## config.mk

```make
export PLATFORM = sky130hd
export DESIGN_NAME = rib_rr_arbiter_flat
export DESIGN_NICKNAME = d
export VERILOG_FILES = /design/src/rtl/rib_rr_arbiter_if.sv /design/src/rtl/rib_rr_arbiter.sv /design/src/flat_wrapper.sv
export SDC_FILE = /design/constraint.sdc
export NUM_CORES = 1
export LEC_CHECK = 0
export CAP_MARGIN = 20
export CORE_UTILIZATION = 48
export CTS_CLUSTER_DIAMETER = 150
export DETAILED_ROUTE_END_ITERATION = 8
export GPL_ROUTABILITY_DRIVEN = 1
export PLACE_DENSITY = 0.94
export SLEW_MARGIN = 20
export SYNTH_ARGS = -nofsm -noshare
export SYNTH_HDL_FRONTEND = slang
export SYNTH_SLANG_ARGS = --single-unit
```

## constraint.sdc

```tcl
create_clock -name clk -period 2.2 [get_ports clk]
set_clock_uncertainty 0.1 [all_clocks]
set_input_delay 0.44 -clock clk [delete_from_list [all_inputs] [get_ports clk]]
set_output_delay 0.44 -clock clk [all_outputs]
set_load 0.02 [all_outputs]
```

## src/rtl/rib_rr_arbiter_if.sv

```systemverilog
// rtl/rib_rr_arbiter_if.sv - request/grant bundle between masters and rib_rr_arbiter
interface rib_rr_arbiter_if;
   logic [3:0] req_i;
   logic [1:0] grant_o;
   logic       grant_valid_o;
   logic [3:0] grant_onehot_o;
   logic       hold_flag_o;
   logic       timeout_o;
   logic [7:0] timeout_cnt_o;

   modport master (
      output req_i,
      input  grant_o, grant_valid_o, grant_onehot_o, hold_flag_o, timeout_o, timeout_cnt_o
   );

   modport slave (
      input  req_i,
      output grant_o, grant_valid_o, grant_onehot_o, hold_flag_o, timeout_o, timeout_cnt_o
   );
endinterface

```

## src/rtl/rib_rr_arbiter.sv

```systemverilog
// rtl/rib_rr_arbiter.sv - 4-master round-robin arbiter with master-3 priority
// Define RIB_ARB_TIMEOUT_EN to force re-arbitration after MAX_HOLD grant cycles.
module rib_rr_arbiter #(
   parameter int unsigned MAX_HOLD = 16,
   parameter bit          PRIO_M3  = 1'b1
) (
   input  logic            clk,
   input  logic            rst,
   rib_rr_arbiter_if.slave bus
);
   typedef enum logic {IDLE = 1'b0, GRANT = 1'b1} state_t;

   localparam logic [7:0] HOLD_MAX = 8'(MAX_HOLD);

   state_t     r_state, w_state_nxt;
   logic [1:0] r_grant, w_grant_nxt;
   logic       r_valid, w_valid_nxt;
   logic [3:0] r_onehot, w_onehot_nxt;
   logic [1:0] r_last_ptr, w_last_ptr_nxt;
   logic [7:0] r_hold_cnt, w_hold_cnt_nxt;
   logic       r_timeout, w_timeout_nxt;
   logic [7:0] r_timeout_cnt, w_timeout_cnt_nxt;

   logic [3:0] w_others;
   logic [3:0] w_cand;
   logic [1:0] w_sel;
   logic       w_owner_req;
   logic       w_force;

   assign w_owner_req = bus.req_i[r_grant];
   assign w_others    = bus.req_i & ~r_onehot;
   // In GRANT the owner is masked so a forced re-arbitration never picks it again.
   assign w_cand      = (r_state == GRANT) ? w_others : bus.req_i;

`ifdef RIB_ARB_TIMEOUT_EN
   assign w_force = (r_state == GRANT) && w_owner_req && (r_hold_cnt == HOLD_MAX) && (|w_others);
`else
   assign w_force = 1'b0;
`endif

   // Walk downwards so the last hit is the first set bit after last_ptr.
   always_comb begin
      w_sel = 2'd0;
      if (PRIO_M3 && w_cand[3]) begin
         w_sel = 2'd3;
      end else begin
         for (int k = 4; k >= 1; k--) begin
            if (w_cand[2'(int'(r_last_ptr) + k)]) begin
               w_sel = 2'(int'(r_last_ptr) + k);
            end
         end
      end
   end

   always_comb begin
      w_state_nxt       = r_state;
      w_grant_nxt       = r_grant;
      w_valid_nxt       = r_valid;
      w_onehot_nxt      = r_onehot;
      w_last_ptr_nxt    = r_last_ptr;
      w_hold_cnt_nxt    = r_hold_cnt;
      w_timeout_nxt     = 1'b0;
      w_timeout_cnt_nxt = r_timeout_cnt;

      if ((r_state == GRANT) && w_owner_req && !w_force) begin
         if (r_hold_cnt < HOLD_MAX) begin
            w_hold_cnt_nxt = r_hold_cnt + 8'd1;
         end
      end else if (|w_cand) begin
         w_state_nxt    = GRANT;
         w_grant_nxt    = w_sel;
         w_valid_nxt    = 1'b1;
         w_onehot_nxt   = 4'b0001 << w_sel;
         w_last_ptr_nxt = w_sel;
         w_hold_cnt_nxt = 8'd1;
         if (w_force) begin
            w_timeout_nxt = 1'b1;
            if (r_timeout_cnt != 8'hFF) begin
               w_timeout_cnt_nxt = r_timeout_cnt + 8'd1;
            end
         end
      end else begin
         w_state_nxt    = IDLE;
         w_valid_nxt    = 1'b0;
         w_onehot_nxt   = 4'b0000;
         w_hold_cnt_nxt = 8'd0;
      end
   end

   always_ff @(posedge clk or posedge rst) begin
      if (rst) begin
         r_state       <= IDLE;
         r_grant       <= 2'd0;
         r_valid       <= 1'b0;
         r_onehot      <= 4'b0000;
         r_last_ptr    <= 2'd3;
         r_hold_cnt    <= 8'd0;
         r_timeout     <= 1'b0;
         r_timeout_cnt <= 8'd0;
      end else begin
         r_state       <= w_state_nxt;
         r_grant       <= w_grant_nxt;
         r_valid       <= w_valid_nxt;
         r_onehot      <= w_onehot_nxt;
         r_last_ptr    <= w_last_ptr_nxt;
         r_hold_cnt    <= w_hold_cnt_nxt;
         r_timeout     <= w_timeout_nxt;
         r_timeout_cnt <= w_timeout_cnt_nxt;
      end
   end

   assign bus.grant_o        = r_grant;
   assign bus.grant_valid_o  = r_valid;
   assign bus.grant_onehot_o = r_onehot;
   assign bus.timeout_o      = r_timeout;
   assign bus.timeout_cnt_o  = r_timeout_cnt;
   // Master 1 alone never stalls the core.
   assign bus.hold_flag_o    = bus.req_i[0] | bus.req_i[2] | bus.req_i[3] |
                               (r_valid & (r_grant != 2'd1));
endmodule

```

## src/flat_wrapper.sv

```systemverilog
// flat-port wrapper written by rule: the top's interface ports become plain ports
module rib_rr_arbiter_flat 
#(
   parameter int unsigned MAX_HOLD = 16,
   parameter bit          PRIO_M3  = 1'b1
)
  (clk, rst, bus_req_i, bus_grant_o, bus_grant_valid_o, bus_grant_onehot_o, bus_hold_flag_o, bus_timeout_o, bus_timeout_cnt_o);
  rib_rr_arbiter_if bus_i ();
  input  logic clk;
  input  logic rst;
  input wire logic [$bits(bus_i.req_i)-1:0] bus_req_i;
  output wire logic [$bits(bus_i.grant_o)-1:0] bus_grant_o;
  output wire logic [$bits(bus_i.grant_valid_o)-1:0] bus_grant_valid_o;
  output wire logic [$bits(bus_i.grant_onehot_o)-1:0] bus_grant_onehot_o;
  output wire logic [$bits(bus_i.hold_flag_o)-1:0] bus_hold_flag_o;
  output wire logic [$bits(bus_i.timeout_o)-1:0] bus_timeout_o;
  output wire logic [$bits(bus_i.timeout_cnt_o)-1:0] bus_timeout_cnt_o;
  assign bus_i.req_i = bus_req_i;
  assign bus_grant_o = bus_i.grant_o;
  assign bus_grant_valid_o = bus_i.grant_valid_o;
  assign bus_grant_onehot_o = bus_i.grant_onehot_o;
  assign bus_hold_flag_o = bus_i.hold_flag_o;
  assign bus_timeout_o = bus_i.timeout_o;
  assign bus_timeout_cnt_o = bus_i.timeout_cnt_o;
  rib_rr_arbiter #(.MAX_HOLD(MAX_HOLD), .PRIO_M3(PRIO_M3)) u_core (.clk(clk), .rst(rst), .bus(bus_i));
endmodule
```

# ---- Word-level counts from Yosys, hierarchy flattened
# Index checks and enable logic that the tools add are counted.
dict set report totals {
  regBits 9
  input_bits 6
  output_inout_bits 17
  wordCells 47
}
dict set report op_classes {
  n_addsub 4
  magnitude_cmp 5
  eq_ne 1
  n_shift 1
  muxes 22
  n_bitwise 7
  n_reduce_logical 3
}
# cell count
set ops {}
lappend ops {{$lt A2 B4 Y1 const B} 4}
lappend ops {{$bmux W1 S2} 5}
lappend ops {{$mux W1} 10}
lappend ops {{$mux W2} 5}
lappend ops {{$mux W4} 2}
lappend ops {{$add A2 B1 Y2 const B} 2}
lappend ops {{$add A2 B2 Y2 const B} 2}
lappend ops {{$and A4 B4 Y4} 1}
lappend ops {{$not A4 Y4} 1}
lappend ops {{$reduce_or A4 Y1} 1}
lappend ops {{$shl A1 B2 Y4 const A} 1}
lappend ops {{$lt A2 B3 Y1 const B} 1}
lappend ops {{$or A1 B1 Y1} 3}
lappend ops {{$ne A2 B1 Y1 const B} 1}
lappend ops {{$reduce_and A2 Y1} 1}
lappend ops {{$and A1 B1 Y1} 1}
lappend ops {{$logic_and A1 B1 Y1} 1}
lappend ops {{$not A1 Y1} 1}

# ---- Longest topological paths before layout
dict set report depth {
  depth_word 13
  depth_mapped 5
  mapped_depth_nobuf 4
}

# ---- Worst setup path after synthesis
# No wires, ideal clock.
dict set report synth_timing {
  path_type {register to register}
  from {reg u_core.bus.grant_valid_o (netlist name)}
  to {reg u_core.r_onehot[1] (netlist: u_core.bus.grant_onehot_o[1])}
  setup_time_ps 122
  arrival_ps 1383
  t_required_ps 1978
  slack_ps 595
  stages_incl_launch_ff 6
  n_path_buf 1
  period_less_slack_ps 1605
  path_cell_list {dfrtp_1 -> buf_6 -> a21bo_4 -> o21bai_1 -> a221o_1 -> a32o_1}
}
# item line_no
set synth_rtl {}
lappend synth_rtl {{end signal, assigned} rib_rr_arbiter.sv:104} ;# r_onehot <= w_onehot_nxt;
lappend synth_rtl {{end, declared} rib_rr_arbiter.sv:18} ;# logic [3:0] r_onehot, w_onehot_nxt;

# ---- Worst setup path in the final report
dict set report layout_timing {
  from {in bus_req_i[3]}
  to {out bus_hold_flag_o}
}
dict set report layout_via {
  elab_chain_cells 2
}
# item line_no
set layout_rtl {}
lappend layout_rtl {{start, declared} flat_wrapper.sv:11} ;# input wire logic [$bits(bus_i.req_i)-1:0] bus_req_i;
lappend layout_rtl {{$or A1 B1 Y1 (2 in a row)} rib_rr_arbiter.sv:118} ;# assign bus.hold_flag_o = bus.req_i[0] | bus.req_i[2] | bus.req_i[3] |
lappend layout_rtl {{end, declared} flat_wrapper.sv:15} ;# output wire logic [$bits(bus_i.hold_flag_o)-1:0] bus_hold_flag_o;
# No other way between the ends.

==> run_results.csv <==
group,metric,value,unit
run_status,status,"complete, no violations",
global_route,grt_pass1_wl,2190,um
placement,port_buffers,13,
cts,clk_latency,0.27,ns
synthesis,syn_area_per_cell,10.8,um2
routing,via_count,593,
setup_path,crit_type,"input pin to output port",
synthesis,ys.flop_type,"dfrtp_1",
sta,max_freq,509,MHz
final_layout,final_common_cell,"clkdlybuf4s50_1",
synthesis,synth-seq-area-share,32.4,%
power_and_ir_drop,vdd.ir_drop.worst,0.672,mV
global_route,grt_pass1_vias,501,
routing,wl_per_cell,14.5,um
global_route,grt_max_degree,10,
cts,cts_sinks,9,
setup_path,r2r_setup_slack,0.48,ns
final_layout,nNetsFinal,92,
sta,rsz0062_at_grt,"false",
final_layout,regArea,228,um2
synthesis,synth_area,703,um2
setup_path,cp-end-kind,"output port",
setup_path,cp.arrival,1.42,ns
floorplan,design.die.area,1620,um2
routing,first_pass_iters,5,
final_layout,area_growth,23.1,%
sta,hold_viol_final,0,
final_layout,multi_input_area,408,um2
cts,cts.clk_slew.worst_paths,0.06,ns
synthesis,synthCells,65,
placement,hpwl,1030,um
synthesis,synth_edf_count,0,
floorplan,start_util,52.7,%
global_route,grt_overflow,0,
placement,dp_slack,-0.00337,ns
sta,slew_violations,0,
setup_path,regToRegEndpoint,"u_core.bus.grant_onehot_o[2]",
hold_path,hold_class,"input pin to asynchronous set/reset pin",
routing,remaining_drc_errors,0,
sta,period_share,89.3,%
sta,layout_setup_ws,0.236,ns
synthesis,ys_types,34,
final_layout,final_cell_mix,"clkdlybuf4s50_1 (12), conb_1 (9), dfrtp_1 (7)",
final_layout,postLayoutCellArea,866,um2
power_and_ir_drop,power.density,1320,nW/um2
setup_path,crit_path_max_fanout,2,
power_and_ir_drop,leakage,0.000386,uW
floorplan,num_rows,13,
placement,placed_area,841,um2
cts,post-cts-setup-buffers,0,
synthesis,async_flop_share,100,%
sta,period_minus_slack,1.96,ns
placement,gp_congestion,0.932,
setup_path,start_kind,"input pin",
cts,cts_tree,"done",
synthesis,synth_top_area_cell,"dfrtp_1",
run,cap_violations,0,
final_layout,diodes,0,
setup_path,rr_worst_depth,5,
floorplan,ioPinCount,23,
routing,routed_wl,1450,um
routing,drt_iter0_drc,10,
global_route,antenna_found_initial,0,
floorplan,core,1330,um2
synthesis,ys_top_cells_by_area,"dfrtp_1 (25%), buf_4 (9.6%), dfstp_2 (7.5%)",
floorplan,die_w,40.3,um
routing,ant_nets,0,
synthesis,yosysWarnings,0,
floorplan,die_h,40.3,um
cts,root_buffer,"clkbuf_4",
sta,worst_pin_slew,0.495,ns
final_layout,drive_above_1_share,24.7,%
global_route,grt_use_total,21.2,%
routing,viasPerCell,5.93,
cts,cts_buffers,3,
sta,max-slew-margin-rel,66.8,%
cts,htree_levels,1,
final_layout,nFillCells,106,
sta,final-setup-viol-count,0,
setup_path,r2r_start,"u_core.bus.grant_valid_o",
synthesis,synth-seq-cells,9,
setup_path,cp.required,1.66,ns
synthesis,synth_top_area_share,24.9,%
cts,cts_buffer_depth,2,
==> cell families after synthesis <==
group | share of synthesized area (%)
and+or+nand+nor | 13.3
DFF | 32.4
muxes | 5.69
buffers and inverters | 13.9
other | 0.533
AOI/OAI and AO/OA | 34.2
==> where the power goes <==
part / switching (uW) / total (uW) / internal [uW]
combinational: 344 / 671 / 327
clock: 60.7 / 131 / 70.1
sequential: 91.7 / 343 / 252
==> layout make-up <==
cell class                      count  area share, %
Inverter                            5           2.17
Clock buffer                        4           3.03
Tap cell                           15           2.17
Sequential cell                     9           26.3
Multi-Input combinational cell     49           47.1
Timing Repair Buffer               18           19.2
==> metrics by stage <==
stage / instances / hold WS, ns / TNS, ns / util [%] / total power (uW)
floorplan: 73 / 0.166 / 0 / - / 828
global placement: 96 / 0.398 / -0.00562 / 63.0 / 993
detailed placement: 96 / 0.397 / -0.00337 / 63.0 / 1010
CTS: 100 / 0.334 / 0 / 64.9 / 1140
global route: 100 / 0.397 / 0 / 64.9 / 1200
finish: 100 / 0.324 / 0 / 64.9 / 1140
==> sequential cells by signal, summed over array words and instances (netlist names) <==
register / flops
u_core.bus.grant_o: 2
u_core.bus.grant_onehot_o: 4
u_core.bus.grant_valid_o: 1
u_core.r_last_ptr: 2
==> layer usage <==
metal	up-vias	routed length, um	track usage [%]
li1	268	-	-
met1	289	638	27.4
met2	31	688	34.7
met3	5	85	1.67
met4	0	38	12.5
met5	-	0	0
==> worst max path at each step <==
stage | slack, ns | from | endpoint
final | 0.24 | bus_req_i[3] | bus_hold_flag_o
after global routing | 0.17 | bus_req_i[2] | bus_hold_flag_o
after CTS | 0.22 | bus_req_i[3] | bus_hold_flag_o
after detailed placement | -0.003 | bus_req_i[2] | bus_hold_flag_o
after global placement | -0.006 | bus_req_i[3] | bus_hold_flag_o
after floorplan | 0.60 | u_core.bus.grant_valid_o | u_core.bus.grant_onehot_o[1]
==> critical path, stage by stage <==
cell and delay (ns):
clkdlybuf4s50_1 0.42, nor2_1 0.16, nand3b_1 0.08, dlygate4sd2_1 0.32
==> repair_timing <==
| item | in CTS | in global routing |
|---|---|---|
| gates resized for setup | 1 | 0 |
| endpoints found under the setup margin | 1 | 0 |
| hold buffers | 0 | 0 |
==> cell usage after synthesis (2+ instances only) <==
cell type / number
dfstp_2: 2
buf_4: 9
nand2_1: 3
nor3b_2: 2
dfrtp_1: 7
mux2i_1: 4
nand2b_1: 3
nand3b_1: 2
o21bai_1: 2
a32o_1: 2
a2bb2oi_1: 2
inv_1: 4
nor2_1: 2
No activity file was read; power rests on OpenSTA's default activity.
